## config.mk

```make
export PLATFORM = sky130hd
export DESIGN_NAME = fft_spectrum_peak
export DESIGN_NICKNAME = d
export VERILOG_FILES = /design/src/rtl/fft_spectrum_pkg.sv /design/src/rtl/fft_power_calc.sv /design/src/rtl/fft_spectrum_peak.sv
export SDC_FILE = /design/constraint.sdc
export NUM_CORES = 2
export LEC_CHECK = 0
export CAP_MARGIN = 30
export CORE_ASPECT_RATIO = 1.25
export CORE_MARGIN = 10
export CORE_UTILIZATION = 60
export CTS_BUF_LIST = sky130_fd_sc_hd__clkbuf_2 sky130_fd_sc_hd__clkbuf_4 sky130_fd_sc_hd__clkbuf_8
export CTS_CLUSTER_DIAMETER = 40
export DETAILED_ROUTE_END_ITERATION = 10
export DONT_BUFFER_PORTS = 1
export PLACE_DENSITY = 0.89
export SLEW_MARGIN = 20
export SYNTH_ARGS = -nofsm -noshare
export SYNTH_HDL_FRONTEND = slang
export SYNTH_SLANG_ARGS = --single-unit
export TNS_END_PERCENT = 50
```

## constraint.sdc

```tcl
create_clock -name i_aclk -period 7.3 [get_ports i_aclk]
set_clock_uncertainty 0.2 [all_clocks]
set_input_delay 1.825 -clock i_aclk [delete_from_list [all_inputs] [get_ports i_aclk]]
set_output_delay 1.825 -clock i_aclk [all_outputs]
set_load 0.02 [all_outputs]
```

## src/rtl/fft_spectrum_pkg.sv

```systemverilog
// Shared types and helpers for the FFT spectrum power/peak path.
// Holds the peak FSM states, the default power width and the tdata lane layout.
package fft_spectrum_pkg;

  typedef enum logic [1:0] {
    IDLE   = 2'd0,
    ACCUM  = 2'd1,
    REPORT = 2'd2
  } peak_state_e;

  // Lane order inside tdata: re occupies lane 0, im occupies lane 1.
  localparam int RE_LANE_IDX = 0;
  localparam int IM_LANE_IDX = 1;

  function automatic int lane_lsb(input int lane_idx, input int lane_width);
    return lane_idx * lane_width;
  endfunction

  // Sum of two full-precision squares of a signed DATA_WIDTH value.
  function automatic int mag_width_default(input int data_width);
    return 2 * data_width;
  endfunction

endpackage

```

## src/rtl/fft_power_calc.sv

```systemverilog
// Three-stage |X|^2 pipeline: register inputs, square each component, add.
// Valid, bin index and last travel alongside the data with identical latency.
module fft_power_calc
  import fft_spectrum_pkg::*;
#(
  parameter int DATA_WIDTH = 25,
  parameter int IDX_WIDTH  = 8,
  parameter int MAG_WIDTH  = mag_width_default(DATA_WIDTH)
) (
  input  logic                  clk_i,
  input  logic                  rst_ni,
  input  logic                  valid_i,
  input  logic [DATA_WIDTH-1:0] re_i,
  input  logic [DATA_WIDTH-1:0] im_i,
  input  logic [IDX_WIDTH-1:0]  idx_i,
  input  logic                  last_i,
  output logic                  valid_o,
  output logic [MAG_WIDTH-1:0]  mag_o,
  output logic [IDX_WIDTH-1:0]  idx_o,
  output logic                  last_o
);

  localparam int SQ_WIDTH = 2 * DATA_WIDTH;
  localparam int STAGES   = 3;

  logic signed [DATA_WIDTH-1:0] re_q, im_q;
  logic        [SQ_WIDTH-1:0]   sq_re_q, sq_im_q;
  logic        [MAG_WIDTH-1:0]  mag_q;

  logic                 valid_q [STAGES];
  logic [IDX_WIDTH-1:0] idx_q   [STAGES];
  logic                 last_q  [STAGES];

  // Squares are non-negative, so their SQ_WIDTH bit patterns are read as unsigned.
  always_ff @(posedge clk_i or negedge rst_ni) begin
    if (!rst_ni) begin
      re_q    <= '0;
      im_q    <= '0;
      sq_re_q <= '0;
      sq_im_q <= '0;
      mag_q   <= '0;
    end else begin
      re_q    <= re_i;
      im_q    <= im_i;
      sq_re_q <= SQ_WIDTH'(re_q * re_q);
      sq_im_q <= SQ_WIDTH'(im_q * im_q);
      mag_q   <= MAG_WIDTH'(sq_re_q) + MAG_WIDTH'(sq_im_q);
    end
  end

  always_ff @(posedge clk_i or negedge rst_ni) begin
    if (!rst_ni) begin
      for (int s = 0; s < STAGES; s++) begin
        valid_q[s] <= 1'b0;
        idx_q[s]   <= '0;
        last_q[s]  <= 1'b0;
      end
    end else begin
      valid_q[0] <= valid_i;
      idx_q[0]   <= idx_i;
      last_q[0]  <= last_i;
      for (int s = 1; s < STAGES; s++) begin
        valid_q[s] <= valid_q[s-1];
        idx_q[s]   <= idx_q[s-1];
        last_q[s]  <= last_q[s-1];
      end
    end
  end

  assign valid_o = valid_q[STAGES-1];
  assign idx_o   = idx_q[STAGES-1];
  assign last_o  = last_q[STAGES-1];
  assign mag_o   = mag_q;

endmodule

```

## src/rtl/fft_spectrum_peak.sv

```systemverilog
// FFT output consumer: per-bin power stream plus per-frame maximum-power bin.
// Define FFT_PEAK_SKIP_DC_EN to exclude bin 0 from the peak search.
module fft_spectrum_peak
  import fft_spectrum_pkg::*;
#(
  parameter int LOG2_FFT_LEN = 8,
  parameter int DATA_WIDTH   = 25,
  parameter int LANE_WIDTH   = 32,
  parameter int USER_WIDTH   = 16,
  parameter int SEARCH_HALF  = 1,
  parameter int MAG_WIDTH    = mag_width_default(DATA_WIDTH)
) (
  input  logic                    i_aclk,
  input  logic                    i_rstn,
  input  logic                    i_axi4s_data_tvalid,
  input  logic [2*LANE_WIDTH-1:0] i_axi4s_data_tdata,
  input  logic                    i_axi4s_data_tlast,
  input  logic [USER_WIDTH-1:0]   i_axi4s_data_tuser,
  output logic                    o_mag_tvalid,
  output logic [MAG_WIDTH-1:0]    o_mag_tdata,
  output logic [LOG2_FFT_LEN-1:0] o_mag_tindex,
  output logic                    o_mag_tlast,
  output logic                    o_peak_valid,
  output logic [LOG2_FFT_LEN-1:0] o_peak_index,
  output logic [MAG_WIDTH-1:0]    o_peak_mag,
  output logic                    o_frame_err
);

  localparam int IW = LOG2_FFT_LEN;
  localparam int CW = LOG2_FFT_LEN + 1;
  localparam int N  = 1 << LOG2_FFT_LEN;
  localparam logic [CW-1:0] CNT_FULL = CW'(N);
  localparam logic [CW-1:0] CNT_SAT  = CW'(N + 1);
  localparam int RE_LSB = lane_lsb(RE_LANE_IDX, LANE_WIDTH);
  localparam int IM_LSB = lane_lsb(IM_LANE_IDX, LANE_WIDTH);

  logic                 pw_valid;
  logic [MAG_WIDTH-1:0] pw_mag;
  logic [IW-1:0]        pw_idx;
  logic                 pw_last;
  logic                 unused_inputs;

  // Lane padding and the upper tuser bits carry nothing for this block.
  assign unused_inputs = ^{i_axi4s_data_tdata, i_axi4s_data_tuser};

  fft_power_calc #(
    .DATA_WIDTH (DATA_WIDTH),
    .IDX_WIDTH  (IW),
    .MAG_WIDTH  (MAG_WIDTH)
  ) u_power (
    .clk_i   (i_aclk),
    .rst_ni  (i_rstn),
    .valid_i (i_axi4s_data_tvalid),
    .re_i    (i_axi4s_data_tdata[RE_LSB +: DATA_WIDTH]),
    .im_i    (i_axi4s_data_tdata[IM_LSB +: DATA_WIDTH]),
    .idx_i   (i_axi4s_data_tuser[IW-1:0]),
    .last_i  (i_axi4s_data_tlast),
    .valid_o (pw_valid),
    .mag_o   (pw_mag),
    .idx_o   (pw_idx),
    .last_o  (pw_last)
  );

  assign o_mag_tvalid = pw_valid;
  assign o_mag_tdata  = pw_mag;
  assign o_mag_tindex = pw_idx;
  assign o_mag_tlast  = pw_last;

  peak_state_e          state_q, state_d;
  logic [MAG_WIDTH-1:0] cur_max_q, cur_max_d;
  logic [IW-1:0]        cur_idx_q, cur_idx_d;
  logic [CW-1:0]        cnt_q, cnt_d;
  logic [MAG_WIDTH-1:0] peak_mag_q, peak_mag_d;
  logic [IW-1:0]        peak_idx_q, peak_idx_d;
  logic                 frame_err_q, frame_err_d;
  logic                 eligible;
  logic                 frame_start;

  always_comb begin
    eligible = 1'b1;
    if (SEARCH_HALF != 0 && pw_idx[IW-1]) eligible = 1'b0;
`ifdef FFT_PEAK_SKIP_DC_EN
    if (pw_idx == '0) eligible = 1'b0;
`else
    eligible = eligible & 1'b1;
`endif
  end

  // A beat arriving outside ACCUM (including the REPORT cycle) opens a new frame.
  assign frame_start = pw_valid && (state_q != ACCUM);

  always_ff @(posedge i_aclk or negedge i_rstn) begin
    if (!i_rstn) state_q <= IDLE;
    else         state_q <= state_d;
  end

  always_comb begin
    state_d = state_q;
    unique case (state_q)
      IDLE, REPORT: begin
        if (pw_valid)               state_d = pw_last ? REPORT : ACCUM;
        else                        state_d = IDLE;
      end
      ACCUM: if (pw_valid && pw_last) state_d = REPORT;
      default:                      state_d = IDLE;
    endcase
  end

  always_comb begin
    o_peak_valid = (state_q == REPORT);
    o_peak_index = peak_idx_q;
    o_peak_mag   = peak_mag_q;
    o_frame_err  = frame_err_q;
  end

  always_comb begin
    cur_max_d   = cur_max_q;
    cur_idx_d   = cur_idx_q;
    cnt_d       = cnt_q;
    peak_mag_d  = peak_mag_q;
    peak_idx_d  = peak_idx_q;
    frame_err_d = frame_err_q;
    if (frame_start) begin
      cnt_d     = CW'(1);
      cur_max_d = eligible ? pw_mag : '0;
      cur_idx_d = eligible ? pw_idx : '0;
    end else if (pw_valid) begin
      cnt_d = (cnt_q == CNT_SAT) ? cnt_q : cnt_q + CW'(1);
      if (eligible && (pw_mag > cur_max_q)) begin
        cur_max_d = pw_mag;
        cur_idx_d = pw_idx;
      end
    end
    // Results are captured with the closing beat so they hold through later frames.
    if (pw_valid && pw_last) begin
      peak_mag_d  = cur_max_d;
      peak_idx_d  = cur_idx_d;
      frame_err_d = (cnt_d != CNT_FULL);
    end
  end

  always_ff @(posedge i_aclk or negedge i_rstn) begin
    if (!i_rstn) begin
      cur_max_q   <= '0;
      cur_idx_q   <= '0;
      cnt_q       <= '0;
      peak_mag_q  <= '0;
      peak_idx_q  <= '0;
      frame_err_q <= 1'b0;
    end else begin
      cur_max_q   <= cur_max_d;
      cur_idx_q   <= cur_idx_d;
      cnt_q       <= cnt_d;
      peak_mag_q  <= peak_mag_d;
      peak_idx_q  <= peak_idx_d;
      frame_err_q <= frame_err_d;
    end
  end

endmodule

```

Yosys cells after proc, flatten, opt, wreduce, memory -nomap -nowiden --
Index checks and enable logic that the tools add are counted.
Operators by class: add/sub/neg operators 2, multiply operators 2, order comparisons 1, eq/ne operators 6, muxes and demuxes 16, reductions and logical operators 5
Operator list (count):
- 2-to-1 mux 50 bit | 4
- multiplier 25 x 25 -> 50 bit | 2
- adder 50 bit | 1
- > comparator 50 bit | 1
- 2-to-1 mux 9 bit | 3
- 2-to-1 mux 8 bit | 3
- adder 9 x 1 -> 9 bit (second input constant) | 1
- equality test 9 bit (second input constant) | 1
- inequality test 9 bit (second input constant) | 1
- 2-to-1 mux 7 bit | 1
- 2-to-1 mux 2 bit | 3
- one-hot mux 2 bit (2 select lines) | 1
- logical AND 1 bit | 3
- equality test 2 x 1 -> 1 bit (second input constant) | 1
- equality test 2 bit (second input constant) | 1
- zero test 2 bit | 1
- inequality test 2 x 1 -> 1 bit (second input constant) | 1
- inequality test 2 bit (second input constant) | 1
- OR reduction 2 bit | 1
- 2-to-1 mux 1 bit | 1
Word-level totals: register bits after elaboration 358, input port bits 84, output and inout port bits 120, logic and storage cells 53

Longest topological paths before layout --
depth in word-level cells 5, gate-level depth with buffers 29, mapped depth without buffers 27

Cells and area by module --
From an unflattened synthesis, not the netlist that was laid out.
Unflattened totals: cells, all modules 5730, area total of the unflattened synthesis 56850.8 um2
Modules (own cells, without submodules):
- fft_power_calc | instances 1, cells each 4892, area an instance 49286.0 um2
- fft_spectrum_peak | instances 1, cells each 838, area an instance 7564.8 um2

Worst setup path before layout --
No wires, ideal clock.
kind flip-flop to flip-flop, start point register u_power.re_q[24], end point register u_power.sq_re_q[46], arrival time 7.138 ns, setup slack -0.154 ns, stages on the path, launching flop included 28, path buffers 3, period minus slack after synthesis 7.454 ns, cell sequence dfrtp_1 -> clkbuf_1 -> clkbuf_1 -> nand2_1 -> inv_1 -> fa_1 -> inv_1 -> fa_1 -> inv_1 -> fa_1 -> inv_1 -> fa_1 -> inv_1 -> fa_1 -> fa_1 -> inv_1 -> fa_1 -> inv_1 -> ha_1 -> clkbuf_1 -> a21o_1 -> a21oi_1 -> o21bai_1 -> a21o_1 -> a21oi_1 -> o21ai_0 -> o21a_1 -> o311ai_0
On the way: cells in the longest elaborated chain, start to end 1
Ends and longest elaborated chain:
- from (decl) | line fft_power_calc.sv:26 | logic signed [DATA_WIDTH-1:0] re_q, im_q;
- from (signal assigned) | line fft_power_calc.sv:43 | re_q <= re_i;
- multiplier 25 x 25 -> 50 bit | line fft_power_calc.sv:45 | sq_re_q <= SQ_WIDTH'(re_q * re_q);
- to (signal assigned) | line fft_power_calc.sv:45
- to (decl) | line fft_power_calc.sv:27 | logic [SQ_WIDTH-1:0] sq_re_q, sq_im_q;
No other way between the ends. A chain may end at the register's enable or synchronous reset.

Worst setup path in the final report --
start point register u_power.re_q[11], end point register u_power.sq_re_q[47]
Same word-level chain as after synthesis.

==> summary.txt <==
Synthesis
  • Flops & latches, synth: 356
  • Asr flop ratio synth: 100.0%
  • Mux cell area share after synthesis: 1.260%
  • Cell with the most instances after synthesis: inv_1
  • Number of synthesized flops with an enable pin: 0
  • Synth Cell Area: 55200 um^2
  • Cell variety after synth: 71
  • Largest family of logic cells by synthesized area: adder cells
  • XOR/XNOR Fraction of Synth Area: 2.824%
  • Synth area leaders: fa_1 (44%), dfrtp_1 (16%), inv_1 (10%), ha_1 (9.0%), nand2_1 (2.9%)
  • Most used flip-flop cell after synthesis: dfrtp_1
  • Post-synth net total: 7097
  • Yosys warning count: 0
  • Mean Syn Cell Area: 10.23 um^2
  • Synth cell count leaders: inv_1 (1502), fa_1 (1217), nand2_1 (431)
  • Simple-Gate Fraction of Synth Area: 8.571%
  • Sequential element share of the synthesized area: 16.14%
  • Area share of the largest cell type after synthesis: 44.14%
  • Post-synth top area cell: fa_1
  • Synthesized instance count: 5397
  • Synth Area in Adders: 53.18%
  • Post-synthesis compound-gate area fraction: 6.603%

Worst setup path
  • Stages on the worst setup path: 26
  • CP startpoint: u_power.re_q[11]
  • CP startpoint kind: flop
  • Crit-path max cell delay: 590 ps
  • CP max-delay cell: fa_1
  • Crit path kind: reg -> reg
  • Worst r2r path cells: 26
  • Largest fanout on the critical path: 8
  • Reg2reg start: u_power.re_q[11]
  • Bufs and invs on worst path: 8
  • Critical path arrival: 7690 ps
  • CP delay by family, top: adder cells
  • Setup crit end kind: flop
  • CP required: 7720 ps
  • CP most frequent cell: fa_1

Floorplanning
  • Row cnt: 124
  • DIE HEIGHT: 359.1 um
  • Core area: 91380 um^2
  • Die width: 291.3 um
  • Initial Util: 60.40%
  • Io pins: 204
  • Die area: 104600 um^2

Clock network
  • Inserted Clock Buffers: 66
  • TritonCTS Sinks: 356
  • CTS clk-pin slew, worst paths: 60 ps
  • Clock Latency Late Sink: 710 ps
  • Maximum root-to-sink buffer count: 3
  • CTS H-tree lvls: 3
  • CTS tree: yes
  • Cts hold-fix bufs: 0
  • Root Buffer: clkbuf_8

STA
  • # setup viols final: 0
  • Slew headroom: 37.56%
  • Fin crit period: 7267 ps
  • Final max-slew violation count: 0
  • Setup total negative slack: 0 ps
  • RSZ-0062 raised after global routing: yes
  • Tightest Pin Transition: 936.7 ps
  • Fmax: 0.1376 GHz
  • Period utilization: 99.55%
  • Final Hold Fails: 0

Cells and area
  • Post-Layout Cell Count: 7081
  • Area grow syn2layout: 14.19%
  • Final Net Count: 7532
  • Share of layout cells above drive strength 1: 16.09%

Min path
  • Worst hold start: u_power.last_q[1]
  • Hold WC Path Type: reg -> reg
  • WHS Path Cells: 0

GRT
  • Vias in the first global route: 46559
  • GRT Overall Usage: 28.48%
  • First-pass GRT wire length: 235400 um
  • Initial antenna violation count: 5
  • Largest net degree at the start of global routing: 357
  • Remaining Overflow, GRT: 0

Route
  • First-iteration detailed-routing DRC count: 2959
  • WL/cell: 21.43 um
  • Post-Route WL: 151800 um
  • First-pass detailed-route iteration total: 7
  • Drt drc: 0
  • Via count: 40563
  • Vias per inst: 5.728
  • ANT nets after route: 0

Place
  • Post-Place Cells: 6907
  • Detailed placer's ending HPWL: 121400 um
  • Final Wtd Congestion: 0.9623
  • Port bufs: 0

Run
  • Maxcap violations: 0

Status
  • Outcome: finished clean
## cell families after synthesis
logic type / Yosys count
mux: 62
buf+inv: 1669
flops: 356
simple gates: 978
fa+ha+maj: 1616
compound gates: 538
xor+xnor: 178
## area by class of cell
type,count,area [um^2]
Multi-Input combinational cell,3372,40930
Inverter,1502,5644
Tap cell,1197,1498
Antenna cell,4,10.01
Clock buffer,90,1151
Clock inverter,26,299.0
Sequential cell,356,8949
Fill cell,5857,28350
Timing Repair Buffer,534,4547
## metrics by stage
step / util (%) / worst slack, ps / instance area [um^2] / hold WS, ps
after floorplan: - / -48.39 / 55200 / 131.2
after global placement: 65.57 / -193.1 / 59920 / 131.4
after detailed placement: 65.58 / -415.8 / 59930 / 134.7
after CTS: 67.34 / -32.00 / 61540 / 144.1
after global routing: 68.97 / -208.0 / 63020 / 148.6
final: 68.97 / 32.78 / 63030 / 149.1
## placed cells by master (no fill, tap or decap), types with 15 or more instances in the layout
cell,Yosys,layout
xnor2_1,120,118
nand2_1,431,418
o21ai_0,79,59
buf_12,0,34
nand4_1,32,32
a32o_1,58,57
a21oi_2,1,26
buf_6,0,18
o21bai_1,19,17
nand3_1,27,23
buf_4,8,479
a21o_1,97,97
fa_1,1217,1188
clkbuf_8,0,76
and3_1,17,17
xor2_1,58,58
fa_2,0,29
o21a_1,18,18
and2_1,244,231
a21oi_1,158,131
nand2b_1,24,24
inv_1,1502,1485
ha_1,399,373
dfrtp_2,0,32
nor2_1,116,104
inv_2,0,15
ha_4,0,22
mux2_2,60,60
dfrtp_1,356,324
nor2b_1,42,41
## registers in the layout, summed over array words and instances (netlist names), 8 cells and up
signal,count
cur_idx_q,8
o_peak_index,8
cur_max_q,50
u_power.idx_o,8
u_power.sq_im_q,49
cnt_q,9
u_power.idx_q,16
u_power.re_q,25
u_power.sq_re_q,49
u_power.mag_o,50
u_power.im_q,25
o_peak_mag,50
## layer usage
layer  up-vias  track usage (%)  part of all wire [%]
li1      16957                -                     -
met2      2104            50.54                    52
met4         6            19.27                   8.0
met5         -                0                 0.028
met3       869            6.786                   8.9
met1     20627            29.44                    31
## path summary, 6_finish.rpt
path                                            end  slack, ps
min in group asynchronous          u_power.im_q[12]        610
max in group asynchronous          u_power.im_q[17]       5480
worst min-delay path                 u_power.last_o        150
worst max register to register  u_power.sq_re_q[47]         30
worst min register to register       u_power.last_o        150
worst max-delay path            u_power.sq_re_q[47]         30
## repair_timing
action | 4_1_cts | 5_1_grt
pin swaps | 14 | 121
endpoints found under the hold margin | 0 | 0
setup endpoints to repair | 25 | 36
gates cloned | 0 | 1
buffers inserted | 3 | 50
gates resized for setup | 48 | 242
Power is left out: the tool's default activity adds up to more than one toggle a clock period on the data nets, which glitch-free logic cannot reach.
